**config.mk**
```make
export PLATFORM = sky130hd
export DESIGN_NAME = ucounter_cascade
export DESIGN_NICKNAME = d
export VERILOG_FILES = /design/src/rtl/ucounter_pkg.sv /design/src/rtl/ucounter_seg.sv /design/src/rtl/ucounter_cascade.sv
export SDC_FILE = /design/constraint.sdc
export NUM_CORES = 1
export LEC_CHECK = 0
export ABC_AREA = 1
export CAP_MARGIN = 30
export CORE_MARGIN = 3
export CORE_UTILIZATION = 49
export DETAILED_ROUTE_END_ITERATION = 12
export GPL_TIMING_DRIVEN = 1
export PLACE_DENSITY = 0.79
export SLEW_MARGIN = 20
export SYNTH_ARGS = -nofsm -noshare
export SYNTH_HDL_FRONTEND = slang
export SYNTH_SLANG_ARGS = --single-unit
```
**constraint.sdc**
```tcl
create_clock -name clk -period 4 [get_ports clk]
set_clock_uncertainty 0.1 [all_clocks]
set_input_delay 0.4 -clock clk [delete_from_list [all_inputs] [get_ports clk]]
set_output_delay 0.4 -clock clk [all_outputs]
set_load 0.1 [all_outputs]
```
**src/rtl/ucounter_pkg.sv**
```systemverilog
// ----------------------------------------------------------------------------
// ucounter_pkg
// Shared constants for the cascaded up/down counter. These name the encodings
// of the direction and limit-mode controls so that the segment and top-level
// logic read in terms of intent rather than raw bit values.
// ----------------------------------------------------------------------------
package ucounter_pkg;

    // Direction encoding for the updown control
    localparam logic UC_UP   = 1'b1;
    localparam logic UC_DOWN = 1'b0;

    // Limit behaviour encoding for the wrapstop control
    localparam logic UC_WRAP = 1'b1;
    localparam logic UC_STOP = 1'b0;

endpackage : ucounter_pkg

```
**src/rtl/ucounter_seg.sv**
```systemverilog
// ----------------------------------------------------------------------------
// ucounter_seg
// One SEG_W-bit slice of the cascaded counter. The slice advances by one in
// the selected direction when both the global step enable and its carry-in
// are high. It has no notion of stopping at a limit; that decision belongs to
// the top level, which gates the step input.
//
// Ports
//   clk     in   rising-edge clock
//   reset   in   synchronous active-high reset (slice -> 0)
//   ci      in   carry/borrow in from the lower slice (en for slice 0)
//   updown  in   1 = count up, 0 = count down
//   step    in   global step enable (already gated by the stop decision)
//   ld      in   load ld_val
//   set     in   force slice to all ones
//   ld_val  in   preload value for this slice
//   seg     out  registered slice value
//   co      out  carry/borrow out: ci and slice at its directional limit
// ----------------------------------------------------------------------------
module ucounter_seg
    import ucounter_pkg::*;
#(
    parameter int SEG_W = 8
) (
    input  logic             clk,
    input  logic             reset,
    input  logic             ci,
    input  logic             updown,
    input  logic             step,
    input  logic             ld,
    input  logic             set,
    input  logic [SEG_W-1:0] ld_val,
    output logic [SEG_W-1:0] seg,
    output logic             co
);

    localparam logic [SEG_W-1:0] SEG_ONE   = {{(SEG_W-1){1'b0}}, 1'b1};
    localparam logic [SEG_W-1:0] SEG_ZERO  = {SEG_W{1'b0}};
    localparam logic [SEG_W-1:0] SEG_ONES  = {SEG_W{1'b1}};

    logic [SEG_W-1:0] seg_q;
    logic [SEG_W-1:0] seg_d;
    logic             at_lim_s;

    // Slice is at its directional limit: all ones going up, zero going down
    always_comb begin
        at_lim_s = 1'b0;
        if (updown == UC_UP) begin
            at_lim_s = (seg_q == SEG_ONES);
        end else begin
            at_lim_s = (seg_q == SEG_ZERO);
        end
    end

    assign co  = ci & at_lim_s;
    assign seg = seg_q;

    // Next slice value: set > load > step
    always_comb begin
        seg_d = seg_q;
        if (set) begin
            seg_d = SEG_ONES;
        end else if (ld) begin
            seg_d = ld_val;
        end else if (step && ci) begin
            if (updown == UC_UP) begin
                seg_d = seg_q + SEG_ONE;
            end else begin
                seg_d = seg_q - SEG_ONE;
            end
        end else begin
            seg_d = seg_q;
        end
    end

    // Slice register with synchronous reset
    always_ff @(posedge clk) begin
        if (reset) begin
            seg_q <= SEG_ZERO;
        end else begin
            seg_q <= seg_d;
        end
    end

endmodule : ucounter_seg

```
**src/rtl/ucounter_cascade.sv**
```systemverilog
// ----------------------------------------------------------------------------
// ucounter_cascade
// Up/down counter of W = SEG_W*NUM_SEG bits built from NUM_SEG cascaded
// ucounter_seg slices. The carry/borrow chain is combinational, so the whole
// counter moves by one per enabled cycle with no ripple across cycles.
// The top level decides whether a step at the limit wraps or is suppressed,
// and registers the per-slice carry flags, the overflow pulse and the
// sticky overflow.
//
// Ports
//   clk             in   rising-edge clock
//   reset           in   synchronous active-high reset
//   en              in   count enable
//   load            in   load preld_val
//   set             in   force all ones (beats load)
//   preld_val       in   W-bit preload value
//   updown          in   1 = up, 0 = down
//   wrapstop        in   1 = wrap at limit, 0 = hold at limit
//   clr_sticky      in   clear overflow_sticky (a new overflow wins)
//   dcount          out  registered count
//   seg_carry       out  registered per-slice carry/borrow of the last step
//   overflow        out  registered pulse: step attempted at the limit
//   overflow_sticky out  registered latched overflow
//   tc              out  combinational terminal count for current direction
// ----------------------------------------------------------------------------
module ucounter_cascade
    import ucounter_pkg::*;
#(
    parameter int SEG_W   = 8,
    parameter int NUM_SEG = 2
) (
    input  logic                     clk,
    input  logic                     reset,
    input  logic                     en,
    input  logic                     load,
    input  logic                     set,
    input  logic [SEG_W*NUM_SEG-1:0] preld_val,
    input  logic                     updown,
    input  logic                     wrapstop,
    input  logic                     clr_sticky,
    output logic [SEG_W*NUM_SEG-1:0] dcount,
    output logic [NUM_SEG-1:0]       seg_carry,
    output logic                     overflow,
    output logic                     overflow_sticky,
    output logic                     tc
);

    localparam int W = SEG_W * NUM_SEG;

    logic [NUM_SEG-1:0] ci_s;
    logic [NUM_SEG-1:0] co_s;
    logic               stop_s;
    logic               step_s;

    logic [NUM_SEG-1:0] seg_carry_q;
    logic [NUM_SEG-1:0] seg_carry_d;
    logic               overflow_q;
    logic               overflow_d;
    logic               sticky_q;
    logic               sticky_d;

    // Terminal count in the current direction
    always_comb begin
        tc = 1'b0;
        if (updown == UC_UP) begin
            tc = (dcount == {W{1'b1}});
        end else begin
            tc = (dcount == {W{1'b0}});
        end
    end

    // In stop mode a step at the limit is suppressed for every slice; since
    // all slices are at their limit, gating the shared step is enough.
    assign stop_s = tc & (wrapstop == UC_STOP);
    assign step_s = en & ~stop_s;

    for (genvar i = 0; i < NUM_SEG; i++) begin : g_seg
        if (i == 0) begin : g_first
            assign ci_s[i] = en;
        end else begin : g_next
            assign ci_s[i] = co_s[i-1];
        end

        ucounter_seg #(
            .SEG_W (SEG_W)
        ) u_seg (
            .clk    (clk),
            .reset  (reset),
            .ci     (ci_s[i]),
            .updown (updown),
            .step   (step_s),
            .ld     (load),
            .set    (set),
            .ld_val (preld_val[i*SEG_W +: SEG_W]),
            .seg    (dcount[i*SEG_W +: SEG_W]),
            .co     (co_s[i])
        );
    end

    // Next values of carry flags, overflow pulse and sticky overflow
    always_comb begin
        seg_carry_d = {NUM_SEG{1'b0}};
        overflow_d  = 1'b0;
        sticky_d    = sticky_q;
        if (set || load) begin
            seg_carry_d = {NUM_SEG{1'b0}};
            overflow_d  = 1'b0;
        end else if (en) begin
            // co_s is only meaningful when the step really happens
            seg_carry_d = step_s ? co_s : {NUM_SEG{1'b0}};
            overflow_d  = tc;
        end else begin
            seg_carry_d = {NUM_SEG{1'b0}};
            overflow_d  = 1'b0;
        end
        if (overflow_d) begin
            sticky_d = 1'b1;
        end else if (clr_sticky) begin
            sticky_d = 1'b0;
        end else begin
            sticky_d = sticky_q;
        end
    end

    // Status registers with synchronous reset
    always_ff @(posedge clk) begin
        if (reset) begin
            seg_carry_q <= {NUM_SEG{1'b0}};
            overflow_q  <= 1'b0;
            sticky_q    <= 1'b0;
        end else begin
            seg_carry_q <= seg_carry_d;
            overflow_q  <= overflow_d;
            sticky_q    <= sticky_d;
        end
    end

    assign seg_carry       = seg_carry_q;
    assign overflow        = overflow_q;
    assign overflow_sticky = sticky_q;

endmodule : ucounter_cascade
```
==> impl_metrics.csv, run 1 <==
group,metric,value,unit
status,status,"complete, no violations",
die,core_area,0.003468,mm^2
yosys,synth_cell_types,26,
clock_network,cts_root_buf,"clkbuf_8",
power_and_ir_drop,p_leak,1.131,nW
worst_setup_path,timing_worst_setup_path_type,"in2out",
sta,post-route-min-period,2481,ps
sta,timing.hold.ws,391.1,ps
finish,syn_to_final_growth,26.83,%
clock_network,cts_tree,"yes",
sta,rsz0062_at_grt,"no",
clock_network,cts_setup_buffers,0,
global_routing,grt_pass1_wl,8004,um
global_routing,grt_max_degree,22,
finish,diodes,0,
global_routing,grt_overflow,0,
worst_setup_path,timing.rr.start,"g_seg[0].u_seg.seg[0]",
place,port_buffers,44,
global_routing,grt_antenna_before_repair,0,
die,initial_core_util,0.5285,
yosys,synth_seq_cells,20,
finish,fill_cells,350,
power_and_ir_drop,vdd_ir_drop_max,0.2248,mV
worst_setup_path,startpoint_type,"input port",
worst_setup_path,required,3500,ps
finish,drive_gt1_frac,0.06158,
yosys,syn_avg_cell_area,6.070,um^2
finish,nets,381,
clock_network,cts_sinks,20,
clock_network,cts_buffers,3,
drt,routedWlPerCell,12.36,um
drt,dr_total_vias,2017,
die,die_area,0.004510,mm^2
die,io_pins,45,
sta,setup_slack,1519,ps
hold_path,hp-start,"overflow_sticky",
yosys,syn_area,0.001833,mm^2
sta,max_freq,403.1,MHz
worst_setup_path,crit_path_start,"updown",
sta,slew_headroom,0.3511,
drt,via_per_inst,5.212,
worst_setup_path,timing.rr.end,"g_seg[0].u_seg.seg[6]",
clock_network,hold_buffers,0,
clock_network,ctsResizeCount,0,
die,fp.dieW,67.16,um
sta,finalHoldViolations,0,
worst_setup_path,cp_max_fo,15,
worst_setup_path,ff2ff_path_depth,10,
sta,period_share,0.6202,
sta,slew_violations,0,
place,place.gp.congestion,0.8885,
die,rows,21,
global_routing,grt.total_usage,0.2239,
drt,dr.first_iter.drc_count,122,
hold_path,hold_path_class,"reg2reg",
clock_network,htree_levels,1,
yosys,synth_nets,340,
global_routing,grt_pass1_vias,1822,
drt,drtAntennaViolNets,0,
power_and_ir_drop,powerDensity,314.0,mW/mm^2
drt,dr.pass1.iters,4,
finish,final_core_util,0.6703,
place,hpwl,3579,um
yosys,yosys_warnings,0,
sta,finalSetupTns,0,ps
clock_network,clockBufferDepth,2,
sta,worst_slew_pin_slew,970.4,ps
flow_run,maxCapViolations,0,
hold_path,whs_path_depth,2,
worst_setup_path,r2r_setup_slack,2180,ps
drt,routed_wl,4782,um
clock_network,clk-insertion-delay-late,250,ps
clock_network,clk_pin_slew,70,ps
drt,post-route-drc-count,0,
place,pre_cts_ws,1310,ps
yosys,ys_seq_area_frac,0.2184,
yosys,synthCells,302,
die,die_y,67.16,um
worst_setup_path,end_kind,"output pin",
worst_setup_path,cp.arrival,1980,ps
power_and_ir_drop,power,0.0007299,W
hold_path,whs_endpoint,"overflow_sticky",
sta,setup_viol,0,
critical path: stages:
cell and delay [ps]:
clkdlybuf4s50_1 530, inv_2 340, nand3_2 110, nor2_2 130
nand2_1 70, nand2_2 100, buf_4 290
metal layers:
metal,part of all wire,up-vias,global-route usage
met5,0,-,0
met4,0.0056,0,0.05570
met3,0.070,4,0.03661
met2,0.45,64,0.3534
met1,0.48,892,0.3168
li1,-,1057,-
area by class of cell:
| type | instances | area [um^2] | share of cell area |
|---|---|---|---|
| Clock buffer | 3 | 41.29 | 0.01776 |
| Inverter | 38 | 142.6 | 0.06136 |
| Multi-Input combinational cell | 234 | 1230 | 0.5291 |
| Sequential cell | 20 | 400.4 | 0.1722 |
| Tap cell | 46 | 57.56 | 0.02476 |
| Timing Repair Buffer | 46 | 452.9 | 0.1948 |
worst max-delay path by stage:
| stage | to | slack [ps] |
|---|---|---|
| 5_1_grt | g_seg[1].u_seg.seg[7] | 1360 |
| 3_3_place_gp | seg_carry[1] | 1290 |
| 6_report | tc | 1520 |
| 2_1_floorplan | g_seg[1].u_seg.seg[6] | 1370 |
| 3_5_place_dp | seg_carry[1] | 1310 |
| 4_1_cts | tc | 1520 |
cells by family after synthesis:
kind of cell / count (synthesis) / synth area share
flip-flops: 20 / 0.2184
XOR/XNOR: 2 / 0.009558
AO/OA/AOI/OAI: 44 / 0.1229
buffers and inverters: 48 / 0.1106
adder cells (fa/ha/maj): 14 / 0.1038
AND/OR/NAND/NOR: 174 / 0.4348
sequential cells by signal, indices dropped and copies added (netlist names):
| name | count |
|---|---|
| g_seg.u_seg.seg | 16 |
| seg_carry | 2 |
| overflow | 1 |
| overflow_sticky | 1 |
metrics by stage:
stage          area [um^2]  instances
2_1_floorplan         1833        302
4_1_cts               2325        387
5_1_grt               2325        387
3_3_place_gp          2283        384
6_report              2325        387
3_5_place_dp          2283        384
report_power, final:
part	internal [W]	switching [W]	total, W
combinational	0.000116	0.000245	0.000362
sequential	0.000215	0.0000236	0.000239
clock	0.0000669	0.0000624	0.000129
cell usage after synthesis:
library cell	instances	area, um^2
a21oi_1	32	160.2
buf_2	3	15.01
buf_4	1	7.510
buf_6	2	22.52
clkbuf_1	4	15.01
clkinv_1	1	3.750
dfxtp_1	20	400.4
fa_1	2	40.04
ha_1	12	150.1
inv_1	35	131.4
inv_2	2	7.510
nand2_1	78	292.8
nand2_2	3	18.77
nand2_4	2	22.52
nand3_1	30	150.1
nand3_2	3	30.03
nand3_4	1	17.52
nand3b_1	5	37.54
nand4_1	6	37.54
nor2_1	40	150.1
nor2_2	3	18.77
nor2_4	1	11.26
nor3_1	2	10.01
o21a_1	2	15.01
o21ai_0	10	50.05
xor2_1	2	17.52
layout by cell type (no fill, tap or decap), types with 2 or more instances in the layout:
cell / Yosys / routed
o21ai_0: 10 / 10
xor2_1: 2 / 2
nand3b_1: 5 / 5
clkbuf_8: 0 / 3
inv_2: 2 / 2
nand3_1: 30 / 30
nor2_1: 40 / 40
nor2_2: 3 / 3
nor3_1: 2 / 2
nand4_1: 6 / 6
nand3_2: 3 / 3
a21oi_1: 32 / 32
o21a_1: 2 / 2
ha_1: 12 / 12
nand2_1: 78 / 78
nand2_4: 2 / 2
inv_1: 35 / 35
nand2_2: 3 / 3
clkdlybuf4s50_1: 0 / 43
fa_1: 2 / 2
dfxtp_1: 20 / 20
buf_4: 1 / 3
No activity file was read; power rests on OpenSTA's default activity.
==> run 2: changes to the inputs <==
==> constraint.sdc (replaced) <==
create_clock -name clk -period 2.3 [get_ports clk]
set_clock_uncertainty 0.1 [all_clocks]
set_input_delay 0.23 -clock clk [delete_from_list [all_inputs] [get_ports clk]]
set_output_delay 0.23 -clock clk [all_outputs]
set_load 0.1 [all_outputs]
==> run 2 against run 1 <==
Net effect: critical path depth grew 5; via count shrank 2.6%; routed wire length shrank 3.1%; first-iteration DRC count shrank 0.82%; cell area grew 0.22%; clock power grew 84%; count of clock-buffer cells in the layout is the same.
==> impl_metrics.csv, run 2 (synthesized netlist as in run 1, its figures left out) <==
group,metric,value,unit
die,die_area,0.004510,mm^2
clock_network,clk_pin_slew,70,ps
place,hpwl,3555,um
drt,routed_wl,4634,um
power_and_ir_drop,comb_power_share,0.484,
global_routing,grt_overflow,0,
power_and_ir_drop,vdd_ir_drop_max,0.3134,mV
power_and_ir_drop,internal_power,0.0006944,W
sta,worst_slew_pin_slew,441.4,ps
power_and_ir_drop,p_clk_frac,0.185,
drt,dr.pass1.iters,4,
power_and_ir_drop,powerDensity,549.9,mW/mm^2
clock_network,hold_buffers,0,
hold_path,hold_path_class,"reg2reg",
finish,design_area,0.002330,mm^2
worst_setup_path,required,2400,ps
clock_network,cts_sinks,20,
sta,rsz0062_at_grt,"no",
die,rows,21,
finish,syn_to_final_growth,27.10,%
power_and_ir_drop,power,0.001281,W
clock_network,ctsResizeCount,0,
clock_network,cts_setup_buffers,0,
finish,largest_reg_flops,16,
worst_setup_path,cp_max_fo,15,
finish,diodes,0,
clock_network,cts_buffers,3,
place,port_buffers,44,
drt,post-route-drc-count,0,
place,place.gp.congestion,0.8639,
clock_network,cts_tree,"yes",
global_routing,grt_pass1_vias,1839,
die,core_area,0.003468,mm^2
finish,nets,384,
finish,final_common_cell,"nand2_1",
sta,slew_headroom,0.7048,
power_and_ir_drop,switchingPower,0.0005866,W
finish,layout_common_cells,"nand2_1, nor2_1, inv_1, a21oi_1, nand3_1",
global_routing,grt.total_usage,0.2273,
clock_network,htree_levels,1,
worst_setup_path,end_kind,"flop",
drt,drtAntennaViolNets,0,
finish,drive_gt1_frac,0.1744,
die,die_y,67.16,um
flow_run,maxCapViolations,0,
global_routing,grt_pass1_wl,8100,um
sta,timing.hold.ws,375.5,ps
global_routing,grt_antenna_before_repair,0,
sta,post-route-min-period,2024,ps
die,fp.dieW,67.16,um
clock_network,clockBufferDepth,2,
worst_setup_path,timing_worst_setup_path_type,"in2reg",
status,status,"complete, no violations",
sta,finalSetupTns,0,ps
drt,via_per_inst,5.036,
global_routing,grt_max_degree,28,
sta,finalHoldViolations,0,
worst_setup_path,startpoint_type,"input port",
power_and_ir_drop,p_leak,1.179,nW
sta,period_share,0.8801,
drt,dr.first_iter.drc_count,121,
finish,final_core_util,0.6717,
sta,setup_viol,0,
clock_network,cts_root_buf,"clkbuf_8",
power_and_ir_drop,p_seq_frac,0.331,
worst_setup_path,cp.arrival,2120,ps
drt,dr_total_vias,1964,
clock_network,clk-insertion-delay-late,260,ps
die,io_pins,45,
sta,max_freq,494.0,MHz
place,placed_area,0.002288,mm^2
drt,routedWlPerCell,11.88,um
sta,slew_violations,0,
power_and_ir_drop,switching_share,0.4579,
die,initial_core_util,0.5285,
==> run 2: cell count changes in the layout (fill, tap and decap cells not counted), sizes merged <==
cell	delta
buf	+23
clkdlybuf4s50	-20
==> run 2: area by class of cell <==
class / instances / area [um^2]
inverter: 38 / 142.6
tap: 46 / 57.56
multi-input combinational: 234 / 1230
fill: 321 / 1139
sequential: 20 / 420.4
timing repair buffer: 49 / 437.9
clock buffer: 3 / 41.29
==> run 2: path summary, 6_finish.rpt <==
kind	startpoint	to	slack [ps]	depth (start not counted)
max	updown	g_seg[0].u_seg.seg[6]	280	12
min	overflow_sticky	overflow_sticky	380	2
max reg2reg	g_seg[0].u_seg.seg[0]	g_seg[0].u_seg.seg[6]	580	10
min reg2reg	overflow_sticky	overflow_sticky	380	2
==> run 2: per-stage QoR <==
stage                     worst slack (ps)  cells
after floorplan                      15.49    302
after global placement               39.83    387
after detailed placement             20.46    387
after CTS                            286.2    390
after global routing                 58.98    390
final                                275.8    390
==> run 2: power groups by stage <==
stage	Clock [W]	Combinational [W]	Sequential, W
global placement	0	0.000609	0.000431
global route	0.000255	0.000687	0.000429
finish	0.000237	0.000620	0.000424
floorplan	0	0.000280	0.000619
CTS	0.000243	0.000619	0.000423
detailed placement	0	0.000617	0.000432
==> run 2: routing by layer <==
metal  wire length (um)  global-route usage  vias to the layer above  share of wire
met4                 11             0.02278                        0         0.0024
met1               2214              0.2982                      854           0.48
met5                  0                   0                        -              0
met2               2166              0.4037                       48           0.47
li1                   -                   -                     1060              -
met3                241             0.03661                        2          0.052
==> run 2: worst max-delay path, stage by stage <==
cell and delay [ps]:
clkdlybuf4s50_1 490, inv_2 160, fa_1 490, nand3_1 90
nand3_1 120, nand2_1 90, nand2_1 60, nand2_1 60
nand2_1 40, o21ai_0 150, nor2_1 60, nor2_1 70
